### src/rtl/mpx_pkg.sv
// mpx_pkg: shared types, default widths and the signed clamp helper for
// the stereo-MPX composer.
package mpx_pkg;

    localparam int DW_DEF          = 18;
    localparam int SW_DEF          = 8;
    localparam int KPW_DEF         = 4;
    localparam int KFW_DEF         = 8;
    localparam int OW_DEF          = 24;
    localparam int PILOT_SHIFT_DEF = 5;
    localparam int KF_SHIFT_DEF    = 5;

    // Container width for clamp arithmetic; must exceed every value clamped.
    localparam int CW = 48;

    typedef enum logic [2:0] {
        ST_IDLE  = 3'd0,
        ST_MUL_P = 3'd1,
        ST_MUL_S = 3'd2,
        ST_SUM   = 3'd3,
        ST_MUL_D = 3'd4,
        ST_OUT   = 3'd5
    } state_t;

    // Clamp a signed value to the range of a signed 'width'-bit word.
    function automatic logic signed [CW-1:0] sat_to(input logic signed [CW-1:0] value,
                                                    input int unsigned width);
        logic signed [CW-1:0] hi;
        logic signed [CW-1:0] lo;
        logic signed [CW-1:0] result;
        hi = (48'sd1 <<< (width - 32'd1)) - 48'sd1;
        lo = -hi - 48'sd1;
        if (value > hi) begin
            result = hi;
        end else if (value < lo) begin
            result = lo;
        end else begin
            result = value;
        end
        return result;
    endfunction

endpackage

### src/rtl/mpx_fm_composer_seqmult.sv
// mpx_seqmult: signed x signed shift-add multiplier with a fixed iteration
// count of BW. The start cycle performs iteration 0, so the product is in
// 'product' right after the edge at which 'done' is high. The multiplier bit
// of weight 2^(BW-1) carries negative weight, so a zero-extended unsigned
// operand works as long as its top bit is 0.
module mpx_seqmult
    import mpx_pkg::*;
#(
    parameter int AW = 19,
    parameter int BW = 9
) (
    input  logic                    clock,
    input  logic                    reset,
    input  logic                    start,
    input  logic signed [AW-1:0]    a,
    input  logic signed [BW-1:0]    b,
    output logic signed [AW+BW-1:0] product,
    output logic                    active,
    output logic                    done
);

    localparam int PW   = AW + BW;
    localparam int CNTW = $clog2(BW) + 1;

    logic signed [PW-1:0] acc_r;
    logic signed [PW-1:0] mcand_r;
    logic [BW-1:0]        mplier_r;
    logic [CNTW-1:0]      cnt_r;
    logic                 active_r;
    logic signed [PW-1:0] term_s;
    logic                 last_s;

    // Partial product for the current bit and detection of the final (negative-weight) bit.
    always_comb begin
        term_s = {PW{1'b0}};
        if (mplier_r[0]) begin
            term_s = mcand_r;
        end else begin
            term_s = {PW{1'b0}};
        end
        last_s = (cnt_r == CNTW'(BW - 1));
    end

    // Load operands on start, then accumulate one multiplier bit per cycle.
    always_ff @(posedge clock) begin
        if (reset) begin
            acc_r    <= {PW{1'b0}};
            mcand_r  <= {PW{1'b0}};
            mplier_r <= {BW{1'b0}};
            cnt_r    <= {CNTW{1'b0}};
            active_r <= 1'b0;
        end else if (start) begin
            acc_r    <= b[0] ? PW'(a) : {PW{1'b0}};
            mcand_r  <= PW'(a) <<< 1;
            mplier_r <= {1'b0, b[BW-1:1]};
            cnt_r    <= CNTW'(1);
            active_r <= 1'b1;
        end else if (active_r) begin
            if (last_s) begin
                acc_r    <= acc_r - term_s;
                active_r <= 1'b0;
            end else begin
                acc_r    <= acc_r + term_s;
                active_r <= 1'b1;
            end
            mcand_r  <= mcand_r <<< 1;
            mplier_r <= mplier_r >> 1;
            cnt_r    <= cnt_r + CNTW'(1);
        end else begin
            acc_r    <= acc_r;
            active_r <= 1'b0;
        end
    end

    assign product = acc_r;
    assign active  = active_r;
    assign done    = active_r && last_s;

endmodule

### src/rtl/mpx_fm_composer.sv
// mpx_fm_composer: stereo-MPX composer and FM deviation scaler.
// fm_out = clamp((clamp(left + Kp*pilot + right*sub38) * kf) >>> KF_SHIFT)
// computed over a fixed schedule with one shared sequential multiplier.
// Optional build macro MPX_ROUND_EN: round-half-up on the arithmetic right
// shifts of the subcarrier and deviation products (floor when undefined).
module mpx_fm_composer
    import mpx_pkg::*;
#(
    parameter int DW          = DW_DEF,
    parameter int SW          = SW_DEF,
    parameter int KPW         = KPW_DEF,
    parameter int KFW         = KFW_DEF,
    parameter int OW          = OW_DEF,
    parameter int PILOT_SHIFT = PILOT_SHIFT_DEF,
    parameter int KF_SHIFT    = KF_SHIFT_DEF
) (
    input  logic                 clock,
    input  logic                 reset,
    input  logic                 clken_192,
    input  logic signed [DW-1:0] left,
    input  logic signed [DW-1:0] right,
    input  logic signed [SW-1:0] sine_19,
    input  logic signed [SW-1:0] sine_38,
    input  logic [KPW-1:0]       kp,
    input  logic [KFW-1:0]       kf,
    input  logic                 stereo_en,
    output logic signed [OW-1:0] fm_out,
    output logic                 fm_valid,
    output logic                 busy,
    output logic                 sat,
    output logic                 overrun
);

    // Composite m is held to +/-2^DW; the multiplier A port must fit m,
    // audio and sine samples, and B carries kp, kf or sub38 in KFW+1 bits.
    localparam int MW = DW + 1;
    localparam int AW = DW + 1;
    localparam int BW = KFW + 1;
    localparam int PW = AW + BW;
`ifdef MPX_ROUND_EN
    localparam int SUMW = DW + 4;
    localparam logic signed [PW:0] S_RND = (PW+1)'(1'b1) <<< (SW - 2);
    localparam logic signed [PW:0] D_RND = (PW+1)'(1'b1) <<< (KF_SHIFT - 1);
`else
    localparam int SUMW = DW + 3;
`endif

    state_t state_r;
    state_t state_next_s;

    logic signed [DW-1:0]   left_r;
    logic signed [DW-1:0]   right_r;
    logic signed [SW-1:0]   sine_19_r;
    logic signed [SW-1:0]   sine_38_r;
    logic [KPW-1:0]         kp_r;
    logic [KFW-1:0]         kf_r;
    logic                   stereo_r;
    logic signed [SUMW-1:0] p_r;
    logic signed [MW-1:0]   m_r;
    logic                   sum_sat_r;
    logic signed [OW-1:0]   fm_out_r;
    logic                   fm_valid_r;
    logic                   busy_r;
    logic                   sat_r;
    logic                   overrun_r;

    logic signed [AW-1:0]   mul_a_s;
    logic signed [BW-1:0]   mul_b_s;
    logic signed [PW-1:0]   mul_prod_s;
    logic                   mul_active_s;
    logic                   mul_done_s;
    logic                   mul_start_s;

    logic signed [SUMW-1:0] p_s;
    logic signed [SUMW-1:0] s_s;
    logic signed [SUMW-1:0] s_term_s;
    logic signed [SUMW-1:0] m_full_s;
    logic signed [PW:0]     s_wide_s;
    logic signed [PW:0]     d_wide_s;
    logic signed [PW:0]     d_shift_s;
    logic signed [CW-1:0]   m_clamp_s;
    logic signed [CW-1:0]   d_clamp_s;
    logic                   m_sat_s;
    logic                   d_sat_s;

    mpx_seqmult #(
        .AW (AW),
        .BW (BW)
    ) u_mult (
        .clock   (clock),
        .reset   (reset),
        .start   (mul_start_s),
        .a       (mul_a_s),
        .b       (mul_b_s),
        .product (mul_prod_s),
        .active  (mul_active_s),
        .done    (mul_done_s)
    );

    // FSM state register.
    always_ff @(posedge clock) begin
        if (reset) begin
            state_r <= ST_IDLE;
        end else begin
            state_r <= state_next_s;
        end
    end

    // Next-state logic: each MUL state ends when the multiplier reports done.
    always_comb begin
        state_next_s = state_r;
        case (state_r)
            ST_IDLE: begin
                if (clken_192) begin
                    state_next_s = ST_MUL_P;
                end else begin
                    state_next_s = ST_IDLE;
                end
            end
            ST_MUL_P: begin
                if (mul_done_s) begin
                    state_next_s = ST_MUL_S;
                end else begin
                    state_next_s = ST_MUL_P;
                end
            end
            ST_MUL_S: begin
                if (mul_done_s) begin
                    state_next_s = ST_SUM;
                end else begin
                    state_next_s = ST_MUL_S;
                end
            end
            ST_SUM:   state_next_s = ST_MUL_D;
            ST_MUL_D: begin
                if (mul_done_s) begin
                    state_next_s = ST_OUT;
                end else begin
                    state_next_s = ST_MUL_D;
                end
            end
            ST_OUT:   state_next_s = ST_IDLE;
            default:  state_next_s = ST_IDLE;
        endcase
    end

    // Multiplier operand selection; a MUL state starts the multiplier on its first cycle.
    always_comb begin
        mul_a_s     = {AW{1'b0}};
        mul_b_s     = {BW{1'b0}};
        mul_start_s = 1'b0;
        case (state_r)
            ST_MUL_P: begin
                mul_a_s = AW'(sine_19_r);
                mul_b_s = $signed(BW'(kp_r));
            end
            ST_MUL_S: begin
                mul_a_s = AW'(right_r);
                mul_b_s = BW'(sine_38_r);
            end
            ST_MUL_D: begin
                mul_a_s = AW'(m_r);
                mul_b_s = $signed({1'b0, kf_r});
            end
            default: begin
                mul_a_s = {AW{1'b0}};
                mul_b_s = {BW{1'b0}};
            end
        endcase
        if ((state_r == ST_MUL_P || state_r == ST_MUL_S || state_r == ST_MUL_D) && !mul_active_s) begin
            mul_start_s = 1'b1;
        end else begin
            mul_start_s = 1'b0;
        end
    end

    // Scaling of the multiplier product for the pilot, subcarrier and deviation terms.
    always_comb begin
`ifdef MPX_ROUND_EN
        s_wide_s = (PW+1)'(mul_prod_s) + S_RND;
        d_wide_s = (PW+1)'(mul_prod_s) + D_RND;
`else
        s_wide_s = (PW+1)'(mul_prod_s);
        d_wide_s = (PW+1)'(mul_prod_s);
`endif
        p_s       = SUMW'(mul_prod_s) <<< PILOT_SHIFT;
        s_s       = SUMW'(s_wide_s >>> (SW - 1));
        d_shift_s = d_wide_s >>> KF_SHIFT;
        if (stereo_r) begin
            s_term_s = s_s;
        end else begin
            s_term_s = {SUMW{1'b0}};
        end
        m_full_s  = SUMW'(left_r) + p_r + s_term_s;
        m_clamp_s = sat_to(CW'(m_full_s), MW);
        m_sat_s   = (m_clamp_s != CW'(m_full_s));
        d_clamp_s = sat_to(CW'(d_shift_s), OW);
        d_sat_s   = (d_clamp_s != CW'(d_shift_s));
    end

    // Capture, intermediate results, output word and status flags.
    always_ff @(posedge clock) begin
        if (reset) begin
            left_r     <= {DW{1'b0}};
            right_r    <= {DW{1'b0}};
            sine_19_r  <= {SW{1'b0}};
            sine_38_r  <= {SW{1'b0}};
            kp_r       <= {KPW{1'b0}};
            kf_r       <= {KFW{1'b0}};
            stereo_r   <= 1'b0;
            p_r        <= {SUMW{1'b0}};
            m_r        <= {MW{1'b0}};
            sum_sat_r  <= 1'b0;
            fm_out_r   <= {OW{1'b0}};
            fm_valid_r <= 1'b0;
            busy_r     <= 1'b0;
            sat_r      <= 1'b0;
            overrun_r  <= 1'b0;
        end else begin
            fm_valid_r <= 1'b0;
            busy_r     <= (state_next_s != ST_IDLE);
            if (clken_192 && state_r != ST_IDLE) begin
                overrun_r <= 1'b1;
            end
            case (state_r)
                ST_IDLE: begin
                    if (clken_192) begin
                        left_r    <= left;
                        right_r   <= right;
                        sine_19_r <= sine_19;
                        sine_38_r <= sine_38;
                        kp_r      <= kp;
                        kf_r      <= kf;
                        stereo_r  <= stereo_en;
                    end
                end
                ST_MUL_S: begin
                    // The pilot product is still in the multiplier on this state's first cycle.
                    if (mul_start_s) begin
                        p_r <= stereo_r ? p_s : {SUMW{1'b0}};
                    end
                end
                ST_SUM: begin
                    m_r       <= MW'(m_clamp_s);
                    sum_sat_r <= m_sat_s;
                end
                ST_OUT: begin
                    fm_out_r   <= OW'(d_clamp_s);
                    fm_valid_r <= 1'b1;
                    sat_r      <= sum_sat_r | d_sat_s;
                end
                default: begin
                    fm_valid_r <= 1'b0;
                end
            endcase
        end
    end

    assign fm_out   = fm_out_r;
    assign fm_valid = fm_valid_r;
    assign busy     = busy_r;
    assign sat      = sat_r;
    assign overrun  = overrun_r;

endmodule

### config.mk
export PLATFORM = sky130hd
export DESIGN_NAME = mpx_fm_composer
export DESIGN_NICKNAME = d
export VERILOG_FILES = /design/src/rtl/mpx_pkg.sv /design/src/rtl/mpx_fm_composer_seqmult.sv /design/src/rtl/mpx_fm_composer.sv
export SDC_FILE = /design/constraint.sdc
export NUM_CORES = 1
export LEC_CHECK = 0
export BUFFER_PORTS_ARGS = -buffer_cell sky130_fd_sc_hd__buf_2
export CAP_MARGIN = 5
export CORE_ASPECT_RATIO = 1.5
export CORE_UTILIZATION = 45
export DETAILED_ROUTE_END_ITERATION = 10
export SYNTH_ARGS = -nofsm -noshare
export SYNTH_HDL_FRONTEND = slang
export SYNTH_HIERARCHICAL = 1
export SYNTH_SLANG_ARGS = --single-unit
### constraint.sdc
create_clock -name clock -period 13.1 [get_ports clock]
set_input_delay 1.965 -clock clock [delete_from_list [all_inputs] [get_ports clock]]
set_output_delay 1.965 -clock clock [all_outputs]
set_load 0.005 [all_outputs]
Yosys cells after proc, flatten, opt, wreduce, memory -nomap -nowiden:

Cells that the tools add are included.

* bitwise logic cells: 1
* equal/unequal tests: 8
* reduce and logical (&&, ||, !) cells: 13
* order comparisons: 4
* muxes and demuxes: 29
* $add $sub $neg: 5

Operator list (count)
* $mux 28: 7
* $mux 48: 4
* $pmux 19 s3: 1
* $ne 48x21->1: 1
* $ne 48x23->1: 1
* $mux 21: 2
* $add 28x28->28: 1
* $sub 28x28->28: 1
* $pmux 9 s3: 1
* $gt 23x24->1 const B: 1
* $lt 23x24->1 const B: 1
* $add 18x21->21: 1
* $add 21x21->21: 1
* $gt 21x19->1 const B: 1
* $lt 21x19->1 const B: 1
* $mux 8: 2
* $pmux 3 s5: 1
* $mux 1: 10
* $eq 3x2->1 const B: 2
* $eq 3x3->1 const B: 2
* $reduce_bool 3->1: 2
* $add 5x1->5 const B: 1
* $eq 5x4->1 const B: 1
* $reduce_and 2->1: 2
* other kinds (9): 12

* logic and storage cells: 82
* bits in registers: 206
* bits of input ports: 68
* output and inout port bits: 28

Logic depth before layout (Yosys ltp):

* depth in word-level cells: 6
* depth in mapped cells: 20

By module:

Netlist, hierarchy kept.

Modules (own cells, without submodules)
* mpx_fm_composer: instances 1, sequential area each 2642.5 sq um, cells an instance 921, area each 7128.1 sq um
* mpx_seqmult: instances 1, sequential area each 1381.3 sq um, cells an instance 691, area each 5257.5 sq um

Worst setup path before layout:

No wires, ideal clock.

* kind: reg-to-reg
* start: reg stereo_r
* end: reg m_r[5]
* setup time: 0.080 ns
* path slack: 8.737 ns
* path buffers: 3
* data required time: 13.020 ns
* cell stages (with the launch flop): 16
* clock period less this slack: 4.363 ns
* arrival: 4.284 ns
* path through: dfxtp_1 -> clkbuf_1 -> clkbuf_1 -> and2_1 -> fa_1 -> ha_1 -> nand2_2 -> or4_1 -> o21a_2 -> o211a_4 -> nor3_4 -> or2b_1 -> ha_1 -> buf_1 -> or2_2 -> a211oi_2

* longest elaborated chain between the ends: 5
* elaborated cells on any way between the ends: 6
* classes of those cells: 1 x add/sub; 2 x order compare; 3 x mux

RTL lines
* start: declaration: RTL line mpx_fm_composer.sv:57 `logic stereo_r;`
* start signal: assignment: RTL line mpx_fm_composer.sv:234 `stereo_r <= stereo_en;`
* $mux 21 *: RTL line mpx_fm_composer.sv:189 `if (stereo_r) begin`
* $add 21x21->21 *: RTL line mpx_fm_composer.sv:194 `m_full_s = SUMW'(left_r) + p_r + s_term_s;`
* $lt 21x19->1: RTL line mpx_pkg.sv:35 `end else if (value < lo) begin`
* $mux 48: RTL line mpx_pkg.sv:35
* $mux 48 *: RTL line mpx_pkg.sv:33 `if (value > hi) begin`
* end signal: assignment: RTL line mpx_fm_composer.sv:212 `m_r <= {MW{1'b0}};`
* end signal: assignment: RTL line mpx_fm_composer.sv:244 `m_r <= MW'(m_clamp_s);`
* end: declaration: RTL line mpx_fm_composer.sv:59 `logic signed [MW-1:0] m_r;`

Mark *: on every way between the ends. The rest lies on a longest branch, timed or not.
A chain may end at the register's enable or synchronous reset.

Final worst setup path:

* start: reg stereo_r
* end: reg m_r[6]

* longest elaborated chain between the ends: 5
* elaborated cells on any way between the ends: 6
* classes of those cells: 1 x add/sub; 2 x order compare; 3 x mux

RTL lines
* $mux 21 *: RTL line mpx_fm_composer.sv:189
* via s_term_s[1]: RTL line mpx_fm_composer.sv:76 `logic signed [SUMW-1:0] s_term_s;`
* $add 21x21->21 *: RTL line mpx_fm_composer.sv:194
* $lt 21x19->1: RTL line mpx_pkg.sv:35
* $mux 48: RTL line mpx_pkg.sv:35
* $mux 48 *: RTL line mpx_pkg.sv:33

Mark *: on every way through the listed nets, which the timed path passes. The rest lies on a longest branch.

==> results <==
- The run finished with clean final reports.
- The die is slightly above 200 um tall.
- The final cell count without fillers is 1993.
- The delay of the slowest cell on the worst path is around 950 ps.
- The clock passes through at most 3 buffers.
- The number of gates resized after cts is 0.
- The number of nets in the final layout is 1773.
- The worst hold path terminates at fm_out[22]$_SDFFE_PP0P_.
- The die covers 0.0282 sq mm.
- From left edge to right edge, the die measures 137 um.
- In this run the post-CTS setup repair buffer count came out at 0.
- The placeable core region is 0.0271 sq mm.
- For the pin with the worst max-slew slack, the measured transition is 1130 ps.
- The average size of a mapped cell is 7.68 sq um.
- The starting density of the core is 45.7%.
- The total number of vias is 11500.
- The post-synthesis cell count is around 1600.
- The cell area after layout is 0.0138 sq mm.
- The number of cells traversed by the worst register-to-register path is 15.
- The worst-path cell with the longest stage delay is sky130_fd_sc_hd__dfxtp_1.
- The cell area after synthesis is between 0.01 and 0.015 sq mm.
- The largest driver fanout on the critical path is 30.
- Power spread over the standard cell area amounts to roughly 140 mW/mm^2.
- The commonest cells after synthesis are sky130_fd_sc_hd__nand2_1 (294), sky130_fd_sc_hd__a21oi_1 (216), sky130_fd_sc_hd__dfxtp_1 (201).
- The tree built by TritonCTS fans out to between 200 and 250 sinks.
- Once detail routing completed, the nets flagged for antenna violations numbered 0.
- The worst pin sits at a relative slew slack of 24.8%.
- The number of endpoints with negative hold slack in the final report is 0.
- In the synthesized netlist the dominant register cell turns out to be sky130_fd_sc_hd__dfxtp_1.
- The last weighted congestion value of the routability-driven placer is around 0.98.
- The first-pass GRT wire length is 58300 um.
- Measured against the total synthesized area, the mux share comes to 3.49%.
- The total area of multi-input combinational cells is a little under 0.008 sq mm.
- The cell that appears most often on the critical path is sky130_fd_sc_hd__ha_1.
- Counting flops and latches in the post-synthesis netlist gives around 200.
- After synthesis, the largest family of logic cells by area is compound AO/OA/AOI/OAI gates.
- The worst vdd rail ir drop is 0.117 mV.
- By startpoint and endpoint, the worst setup path is classified as reg2reg.
- The area share of the leading cell type in the synthesized netlist is 32.5%.
- The worst hold margin is 452 ps.
- The startpoint identified for the worst register-to-register timing path is stereo_r$_SDFFE_PP0P_.
- For the worst setup path, the data required time is 13570 ps.
- The HPWL after detailed placement is approximately 28000 um.
- The via count of the first global-routing pass is 11100.
- The max-cap violation count is 0.
- The CTS tree is done.
- For the worst setup path, the data arrival time is 5540 ps.
- STA classifies the critical path endpoint as a register.
- Setup repair after global routing left no endpoint under its margin.
- Counting flops with a built-in enable in the synthesized netlist gives 0.
- The cell sitting at the root of the clock tree is a sky130_fd_sc_hd__clkbuf_16.
- In this run, CTS created clock tree buffers numbering 23.
- The number of primary I/O pins is 96.
- The synthesized-area fraction occupied by and/or/nand/nor cells is 23.3%.
- Registers take 0.00403 sq mm.
- The maximum achievable frequency is 197 MHz.
- The static leakage is 5.51 nW.
- The share of async-settable or async-resettable flops after synthesis is 0%.
- The post-synthesis compound-gate area fraction is 24.3%.
- Of the total synthesized cell area, the portion taken by XOR and XNOR cells is 3.58%.
- Of the total synthesized cell area, the portion taken by full adders, half adders and majority gates is 8.14%.
- In this run the core area contains 74 standard-cell rows.
- The number of port buffers is 95.
- The number of nets in the synthesized netlist is 1751.
- The number of warnings issued by yosys is 6.
- For this block, the routed nets add up to ~37000 um of wire.
- The number of violations reported at the end of detailed-routing iteration 0 is 616.
- The endpoint identified for the worst register-to-register timing path is m_r[6]$_SDFFE_PP0N_.
- The number of fill cells in the layout is ~2700.
- The pin count of the biggest net entering global routing is 66.
- The shortest clock period the worst path allows after layout is 5070 ps.
- The count of final max-slew check failures came to 0.
- Using the TritonRoute via totals, the vias-per-cell ratio works out to approximately 5.8.
- The startpoint kind of the worst setup timing path is a register.
- Hold repair after CTS inserted 0 buffers.
- Of the cells placed in the final design, the portion with a size suffix greater than 1 is 12.7%.
- After detailed routing, the number of remaining DRC violations is 0.
- In this run the most critical hold path is launched from fm_out[22]$_SDFFE_PP0P_.
- Setup total negative slack on the finished layout was measured at 0 ps.
- Along the worst hold path, the cell count comes to 2.
- In this run the number of H-tree levels came out at 1.
- The clock transition time at the flip-flop clock pins of the worst setup and hold paths is about 60 ps.
- At the later pin of the worst-skew pair, clock insertion delay measures 550 ps.
- The number of antenna violations at the first check in global routing came to 0.
- The worst min-delay path category is reg2reg.
- The worst path uses 38.7% of the clock period.
- The number of different library cells used by synthesis comes to 91.
- Across all register-to-register paths, the minimum setup slack is 8030 ps.
- Sequential cells were found to cover 32.5% of the synthesized design area.
- The area after detailed placement is around 0.013 sq mm.
- Global routing used 26.7% of the available tracks across all layers.
- The largest area contributor in the netlist is sky130_fd_sc_hd__dfxtp_1.
- Including well taps, the total number of placed cells is between 1500 and 2000.
- The number of search-and-repair iterations in the first detailed-routing pass is 6.
- Among all cell types in the netlist, the one instantiated most often is sky130_fd_sc_hd__nand2_1.
- Dividing the detail-routed wire length by the instance count gives approximately 19 um.
- Setup violations remaining at the end of the flow were counted as 0.
- Compared with the post-synthesis result, the final layout area differs by 11.4%.
- The number of antenna diodes in the final layout is 0.
- Clock skew on the completed layout was measured at 21.1 ps.
- The signal on the critical path passes through and2_1, ha_1, ha_1, inv_1, fa_1, nand2b_1, a21oi_1, o211ai_2, a211oi_1, or4_4, nand3b_1, or2b_1, ha_1, or2_2, a211oi_2.
- The total overflow left after global routing is 0.
- Sorting the synthesized cells by area gives the leading types as sky130_fd_sc_hd__dfxtp_1 (32%), sky130_fd_sc_hd__nand2_1 (8.9%), sky130_fd_sc_hd__a21oi_1 (8.7%).
## flip-flops by register name, indices dropped and copies added, names as in the netlist, 16 cells and up
| register | cells |
|---|---|
| fm_out | 24 |
| m_r | 19 |
| left_r | 18 |
| right_r | 18 |
| u_mult/product | 28 |
| p_r | 16 |
| u_mult/mcand_r | 27 |
## cells by family (layout without fill, tap and decap cells)
| group | count (synthesis) | count (layout) |
|---|---|---|
| and+or+nand+nor | 630 | 630 |
| AOI/OAI and AO/OA | 474 | 474 |
| DFF | 201 | 201 |
| buffers and inverters | 145 | 184 |
| adders and majority gates | 71 | 71 |
| xor gates and xnor gates | 49 | 49 |
| muxes | 42 | 42 |
## area by class of cell
type / count / area share, %
Clock inverter: 12 / 1.41
Tap cell: 342 / 3.10
Inverter: 34 / 0.925
Timing Repair Buffer: 108 / 4.17
Sequential cell: 201 / 29.2
Multi-Input combinational cell: 1266 / 56.5
Clock buffer: 30 / 4.72
## through the flow
stage / setup slack, ps / utilization, % / power [W]
final: 8030 / 50.9 / 0.00192
after global routing: 7660 / 50.9 / 0.00202
after floorplan: 8740 / - / 0.00109
after CTS: 8000 / 50.9 / 0.00193
after global placement: 8140 / 47.7 / 0.00121
after detailed placement: 7990 / 47.7 / 0.00121
## critical path: cells and delay by family (launching register included)
family	cells	cell delay, ps
DFF	1	950
adders and majority gates	4	1260
buffers and inverters	1	60
AOI/OAI and AO/OA	4	1230
and+or+nand+nor	6	1470
## worst max path at each step
| stage | to | cells past startpoint | slack (ps) | start |
|---|---|---|---|---|
| after floorplan | m_r[5]$_SDFFE_PP0N_ | 15 | 8740 | stereo_r$_SDFFE_PP0P_ |
| after global placement | m_r[5]$_SDFFE_PP0N_ | 12 | 8140 | stereo_r$_SDFFE_PP0P_ |
| after detailed placement | m_r[6]$_SDFFE_PP0N_ | 15 | 7990 | stereo_r$_SDFFE_PP0P_ |
| after CTS | m_r[6]$_SDFFE_PP0N_ | 15 | 8000 | stereo_r$_SDFFE_PP0P_ |
| after global routing | m_r[18]$_SDFFE_PP0N_ | 16 | 7660 | stereo_r$_SDFFE_PP0P_ |
| final | m_r[6]$_SDFFE_PP0N_ | 15 | 8030 | stereo_r$_SDFFE_PP0P_ |
## where the power goes
group | switching, W | internal, W
clock | 0.000281 | 0.000434
sequential | 0.0000486 | 0.000647
combinational | 0.000291 | 0.000216
## placed cells by master, fill, tap and decap left out, drive strengths merged, types with 30 or more instances in the layout
cell / instances
dfxtp: 201
ha: 55
xnor2: 31
nand2: 296
nor2: 152
buf: 108
inv: 36
a21oi: 224
clkbuf: 30
o21ai: 77
mux2i: 33
## layer usage
layer  track usage (%)  part of all wire [%]
met5                 0                     0
met4              11.9                   4.3
met3              2.64                   4.0
met2              47.0                    50
met1              32.3                    42
(Power assumes the default switching activity.)
